`config.mk`:
```
export PLATFORM = sky130hd
export DESIGN_NAME = multi_ch_pulse_req_gen
export DESIGN_NICKNAME = d
export VERILOG_FILES = /design/src/rtl/multi_ch_pulse_req_gen.sv
export SDC_FILE = /design/constraint.sdc
export NUM_CORES = 1
export LEC_CHECK = 0
export ABC_CLOCK_PERIOD_IN_PS = 2920
export BUFFER_PORTS_ARGS = -buffer_cell sky130_fd_sc_hd__buf_2
export CAP_MARGIN = 20
export CORE_MARGIN = 2
export CORE_UTILIZATION = 57
export DETAILED_ROUTE_END_ITERATION = 8
export PLACE_DENSITY = 0.82
export SKIP_CTS_REPAIR_TIMING = 1
export SLEW_MARGIN = 15
export SYNTH_ARGS = -nofsm -noshare
export SYNTH_HDL_FRONTEND = slang
export SYNTH_SLANG_ARGS = --single-unit
```
`constraint.sdc`:
```
create_clock -name src_clock -period 2.92 [get_ports src_clock]
set_input_delay 0.146 -clock src_clock [delete_from_list [all_inputs] [get_ports src_clock]]
set_output_delay 0.146 -clock src_clock [all_outputs]
set_load 0.1 [all_outputs]
```
`src/rtl/multi_ch_pulse_req_gen.sv`:
```
// ---------------------------------------------------------------------------
// multi_ch_pulse_req_gen
//
// Source-domain half of a pulse handshake transfer. Each channel turns
// single-cycle pulses on pulse_in into four-phase request/acknowledge
// handshakes. Pulses that arrive while a handshake is in flight are queued
// in a saturating per-channel counter and replayed one handshake each.
//
// Ports:
//   src_clock    source clock, all logic on its rising edge
//   src_reset    asynchronous active-low reset
//   pulse_in     per-channel single-cycle pulse
//   ack_async    per-channel acknowledge level from the destination domain
//   clear_ovf    per-channel synchronous clear of the overflow flag
//   request      per-channel registered request level
//   pending_cnt  per-channel queued pulse count, channel i at [i*CNT_W +: CNT_W]
//   overflow     per-channel sticky flag: a pulse was lost to saturation
//   busy         any channel mid-handshake or holding queued pulses
// ---------------------------------------------------------------------------
module multi_ch_pulse_req_gen #(
  parameter int NUM_CH      = 4,
  parameter int CNT_W       = 4,
  parameter int SYNC_STAGES = 2
) (
  input  logic                    src_clock,
  input  logic                    src_reset,
  input  logic [NUM_CH-1:0]       pulse_in,
  input  logic [NUM_CH-1:0]       ack_async,
  input  logic [NUM_CH-1:0]       clear_ovf,
  output logic [NUM_CH-1:0]       request,
  output logic [NUM_CH*CNT_W-1:0] pending_cnt,
  output logic [NUM_CH-1:0]       overflow,
  output logic                    busy
);

  typedef enum logic [1:0] {
    ST_IDLE    = 2'd0,
    ST_REQ     = 2'd1,
    ST_ACK_LOW = 2'd2
  } state_t;

  localparam logic [CNT_W-1:0] CNT_MAX = '1;

  logic [NUM_CH-1:0] ch_busy;

  assign busy = |ch_busy;

  generate
    for (genvar gi = 0; gi < NUM_CH; gi++) begin : g_ch
      logic [SYNC_STAGES-1:0] sync_reg;
      logic                   ack_sync;
      state_t                 state_reg, state_next;
      logic [CNT_W-1:0]       cnt_reg, cnt_next;
      logic                   ovf_reg, ovf_next;
      logic                   req_reg, req_next;
      logic                   inc, dec, ovf_set;

      // Plain flop chain; only the last stage feeds the FSM.
      always_ff @(posedge src_clock or negedge src_reset) begin
        if (!src_reset) begin
          sync_reg <= '0;
        end else begin
          sync_reg <= {sync_reg[SYNC_STAGES-2:0], ack_async[gi]};
        end
      end

      assign ack_sync = sync_reg[SYNC_STAGES-1];

      always_ff @(posedge src_clock or negedge src_reset) begin
        if (!src_reset) begin
          state_reg <= ST_IDLE;
          cnt_reg   <= '0;
          ovf_reg   <= 1'b0;
          req_reg   <= 1'b0;
        end else begin
          state_reg <= state_next;
          cnt_reg   <= cnt_next;
          ovf_reg   <= ovf_next;
          req_reg   <= req_next;
        end
      end

      always_comb begin
        state_next = state_reg;
        cnt_next   = cnt_reg;
        ovf_next   = ovf_reg;
        inc        = 1'b0;
        dec        = 1'b0;
        ovf_set    = 1'b0;

        unique case (state_reg)
          ST_IDLE: begin
            // A pulse in IDLE is consumed by the handshake it starts.
            // A stale ack_sync here is deliberately ignored.
            if (pulse_in[gi]) state_next = ST_REQ;
          end
          ST_REQ: begin
            inc = pulse_in[gi];
            if (ack_sync) state_next = ST_ACK_LOW;
          end
          ST_ACK_LOW: begin
            if (!ack_sync) begin
              if (cnt_reg != '0) begin
                // Replay one queued pulse; a coincident pulse re-queues.
                dec        = 1'b1;
                inc        = pulse_in[gi];
                state_next = ST_REQ;
              end else begin
                // Nothing queued: a coincident pulse starts the next
                // handshake directly, exactly as it would from IDLE.
                state_next = pulse_in[gi] ? ST_REQ : ST_IDLE;
              end
            end else begin
              inc = pulse_in[gi];
            end
          end
          default: state_next = ST_IDLE;
        endcase

        // Increment and decrement on the same edge cancel, so saturation
        // only loses a pulse when no replay frees a slot.
        if (inc && !dec) begin
          if (cnt_reg == CNT_MAX) ovf_set = 1'b1;
          else                    cnt_next = cnt_reg + 1'b1;
        end else if (dec && !inc) begin
          cnt_next = cnt_reg - 1'b1;
        end

        if (ovf_set)            ovf_next = 1'b1;
        else if (clear_ovf[gi]) ovf_next = 1'b0;
      end

      // Request is registered from the next state so it leaves the block
      // straight off a flop.
      assign req_next = (state_next == ST_REQ);

      assign request[gi]                      = req_reg;
      assign pending_cnt[gi*CNT_W +: CNT_W]   = cnt_reg;
      assign overflow[gi]                     = ovf_reg;
      assign ch_busy[gi]                      = (state_reg != ST_IDLE) || (cnt_reg != '0);
    end
  endgenerate

endmodule

```
# Yosys cells after proc, flatten, opt, wreduce, memory -nomap -nowiden
# Index checks and enable logic that the tools add are counted.
dict set report word_totals {
  reg_bits 40
  output_inout_bits 25
  wordCells 169
}
dict set report classes {
  addsub 8
  n_eq_ne 20
  n_mux 76
  reduce_logical 45
}
# operator n
set ops {}
lappend ops {{$mux W4} 12}
lappend ops {{$mux W1} 44}
lappend ops {{$mux W2} 12}
lappend ops {{$pmux W2 S3} 4}
lappend ops {{$reduce_bool A2 Y1} 12}
lappend ops {{$add A4 B1 Y4 const B} 4}
lappend ops {{$eq A2 B1 Y1 const B} 8}
lappend ops {{$eq A4 B4 Y1 const B} 4}
lappend ops {{$reduce_bool A4 Y1} 4}
lappend ops {{$sub A4 B1 Y4 const B} 4}
lappend ops {{$eq A2 B2 Y1 const B} 4}
lappend ops {{$logic_and A1 B1 Y1} 8}
lappend ops {{$logic_not A1 Y1} 8}
lappend ops {{$logic_not A2 Y1} 4}
lappend ops {{$ne A2 B2 Y1 const B} 4}
lappend ops {{$pmux W1 S2} 4}
lappend ops {{$reduce_and A2 Y1} 4}
lappend ops {{$logic_or A1 B1 Y1} 4}
lappend ops {{$reduce_or A4 Y1} 1}

# Logic depth before layout (Yosys ltp)
dict set report depth {
  word_depth 8
  depth_mapped 9
  mapped_depth_nobuf 9
}

# Worst setup path before layout
# OpenSTA, ideal clock, no wires.
dict set report synth_timing {
  path_type {register to register}
  startpoint {reg g_ch[0].cnt_reg[1]}
  endpoint {reg g_ch[0].cnt_reg[3]}
  t_arrival_ns 2.966
  required_time_ns 2.796
  slack_ns -0.170
  path_stages_with_launch 8
  path_buffers 0
  synth_period_minus_slack_ns 3.090
  path_cell_list {dfrtp_1 -> or4_4 -> a211o_4 -> ha_1 -> a21o_2 -> a21oi_1 -> a41oi_1 -> a211o_1}
}
dict set report synth_between {
  elab_chain_len 8
  elab_cells_between_ends 20
}
# element line
set synth_lines {}
lappend synth_lines {{start: declaration} 53} ;# logic [CNT_W-1:0] cnt_reg, cnt_next;
lappend synth_lines {{start signal: assignment} 77} ;# cnt_reg <= cnt_next;
lappend synth_lines {{$reduce_bool A4 Y1} 103} ;# if (cnt_reg != '0) begin
lappend synth_lines {{$mux W1} 103}
lappend synth_lines {{$mux W1} 102} ;# if (!ack_sync) begin
lappend synth_lines {{$pmux W1 S2 / $mux W1 (equally long branches)} 91} ;# unique case (state_reg)
lappend synth_lines {{$logic_not A1 Y1 (on tied branches)} {125, 122}}
lappend synth_lines {{$logic_and A1 B1 Y1 (on tied branches)} {125, 122}}
lappend synth_lines {{$reduce_bool A2 Y1 (no source line) / $ne A2 B2 Y1 (equally long branches)} --}
lappend synth_lines {{$reduce_and A2 Y1 (no source line)} --}
# Several ways; a longest one is shown, not always the timed one. The select of a mux whose other input is x is not followed.
# A chain may end at the register's enable or synchronous reset.

# Final worst setup path
dict set report layout_timing {
  startpoint {reg g_ch[1].cnt_reg[0]}
  endpoint {reg g_ch[1].cnt_reg[3]}
}
dict set report layout_between {
  elab_chain_len 8
  elab_cells_between_ends 20
}
# element line
set layout_lines {}
lappend layout_lines {{start: declaration} 53}
lappend layout_lines {{start signal: assignment} 77}
lappend layout_lines {{$reduce_bool A4 Y1} 103}
lappend layout_lines {{$mux W1} 103}
lappend layout_lines {{$mux W1} 102}
lappend layout_lines {{$pmux W1 S2 / $mux W1 (equally long branches)} 91}
lappend layout_lines {{$logic_not A1 Y1 (on tied branches)} {125, 122}}
lappend layout_lines {{$logic_and A1 B1 Y1 (on tied branches)} {125, 122}}
lappend layout_lines {{$reduce_bool A2 Y1 (no source line) / $ne A2 B2 Y1 (equally long branches)} --}
lappend layout_lines {{$reduce_and A2 Y1 (no source line)} --}
# Several ways; a longest one is shown, not always the timed one. The select of a mux whose other input is x is not followed.

==> results.ini <==
[run_status]
outcome = finished with violations
failed_checks = hold timing

[critical_path]
reg2reg_to = g_ch[1].cnt_reg[3]$_DFFE_PN0P_
r2r_cells = 7
rr_startpoint = g_ch[1].cnt_reg[0]$_DFFE_PN0P_
critical_path.startpoint_type = register
crit_path_end_kind = register
crit_start = g_ch[1].cnt_reg[0]$_DFFE_PN0P_
path_max_fanout = 7
path_class = register to register
cp_data_required_time_ps = 3120
rrSetupSlack_ps = 140
crit_arrival_ps = 2980

[timing]
rsz0062_at_grt = no
fin_crit_ps = 2780
slew_headroom_pct = 42.3
finClkSkew_ps = 8.39
hold_slack_ps = -39.9
slew_violations = 0
final-setup-viol-count = 0
fmax_mhz = 359
finalHoldViolCount = 40
finalCritPeriodShare_pct = 95.3
finalSetupTns_ps = 0
worst_pin_slew_ps = 865

[layout]
ff_latch_area_um2 = 1010
area_delta_synth_final_pct = 15.9
diodes = 0
drive_above_1_share_pct = 24.4
layout_commonest_cell = buf_2
largest_reg_flops = 16
multi_input_area_um2 = 1330
fillers = 315
layout.cells.non_filler = 337
final_cell_mix = buf_2 (38), dfrtp_1 (33), ha_1 (24)
nNetsFinal = 328

[drt]
met1_length_um = 2040
num_vias = 1923
wl_per_cell_um = 13.6
dr.max_layer_used = met4
first_pass_iters = 4
wl_met3_um = 237
first_iter_violations = 60
antenna_left = 0
wirelength_um = 4580
wl_met2_um = 2210
post-route-drc-count = 0
via_per_inst = 5.71

[global_route]
grt_usage_pct = 21.0
grt_overflow = 0
grt_pass1_vias = 1912
grt_pass1_wl_um = 8330
antenna_found_initial = 0
grt_max_degree = 41

[floorplan]
io_pins = 39
start_util_pct = 60.3
rows = 23
die-area_um2 = 4870
core_area_um2 = 4090
die_h_um = 69.8
die_x_um = 69.8

[yosys]
synth-seq-cells = 40
ys_types = 43
yosys_warnings = 0
ys_seq_area_share_pct = 40.6
netlist_instances = 243
synth_flop_cell = dfrtp_1
synthesis.nets = 285
synth_enable_flop_cells = 0
async_flop_share_pct = 100
netlist_area_um2 = 2460
avgSynthCellArea_um2 = 10.1

[placed_design]
place_congestion = 0.772
post-dp-hpwl_um = 3330
dp.cells = 325
placement.io_buffers = 38

[cts]
tritoncts = done
cts_root_buffer = clkbuf_8
cts.path.max_buffers = 2
htreeDepth = 2
clock-sinks = 40
clk_pin_slew_ps = 80
clk_latency_ps = 300
cts_buffers = 5

[min_path]
hold_path.class = primary input to asynchronous set/reset pin

[job]
drv_cap = 0

metal layers:
layer / up-vias / track usage [%]
met5: - / 0
met2: 54 / 34.9
met3: 13 / 5.67
met4: 0 / 8.55
met1: 903 / 26.0
li1: 953 / -
cell type report:
cell class | count | share of cell area (%)
inverters | 21 | 2.76
well taps | 50 | 2.19
clock inverters | 2 | 2.10
clock buffers | 6 | 2.54
flip-flops and latches | 40 | 35.3
repair buffers | 44 | 8.58
multi-input cells | 174 | 46.5
critical path: stages (launching register included):
cell	delay (ps)
dfrtp_2	470
or4_4	600
a211o_1	370
ha_1	360
a21oi_1	180
and2_1	180
mux2_2	360
mux2i_1	160
worst max-delay path by stage:
stage	endpoint	slack [ps]	cells past startpoint
final	g_ch[1].cnt_reg[3]$_DFFE_PN0P_	140	7
after floorplan	g_ch[1].cnt_reg[3]$_DFFE_PN0P_	40	7
after detailed placement	g_ch[1].cnt_reg[3]$_DFFE_PN0P_	130	7
after global placement	g_ch[0].cnt_reg[3]$_DFFE_PN0P_	240	7
after global routing	g_ch[0].cnt_reg[3]$_DFFE_PN0P_	20	7
after CTS	g_ch[1].cnt_reg[3]$_DFFE_PN0P_	60	7
through the flow:
stage	utilization, %	setup slack [ps]	hold WS, ps	area (um^2)
6_report	69.9	137	-39.9	2860
3_3_place_gp	65.6	242	253	2680
2_1_floorplan	-	41.9	-150	2470
3_5_place_dp	65.6	130	255	2680
4_1_cts	68.9	55.0	-58.2	2810
5_1_grt	69.9	19.7	26.4	2860
cells in the mapped netlist (all sizes together) (6+ instances only):
master,instances,area [um^2]
dfrtp,40,1000
ha,24,300
inv,21,78.8
a21oi,18,90.1
nand2,15,56.3
mux2,9,101
nand3,9,45.0
buf,8,60.1
nand4,7,43.8
nor2,7,26.3
nor3,7,40.0
or3,7,43.8
and2,6,37.5
nor2b,6,37.5
cells by family after synthesis:
logic type	share of synthesized area (%)
muxes	4.52
buffers and inverters	5.63
xor gates and xnor gates	1.78
AOI/OAI and AO/OA	14.7
adders and majority gates	15.4
DFF	40.6
and+or+nand+nor	17.3
Power is left out: the tool's default activity adds up to more than one toggle a clock period on the data nets, which glitch-free logic cannot reach.
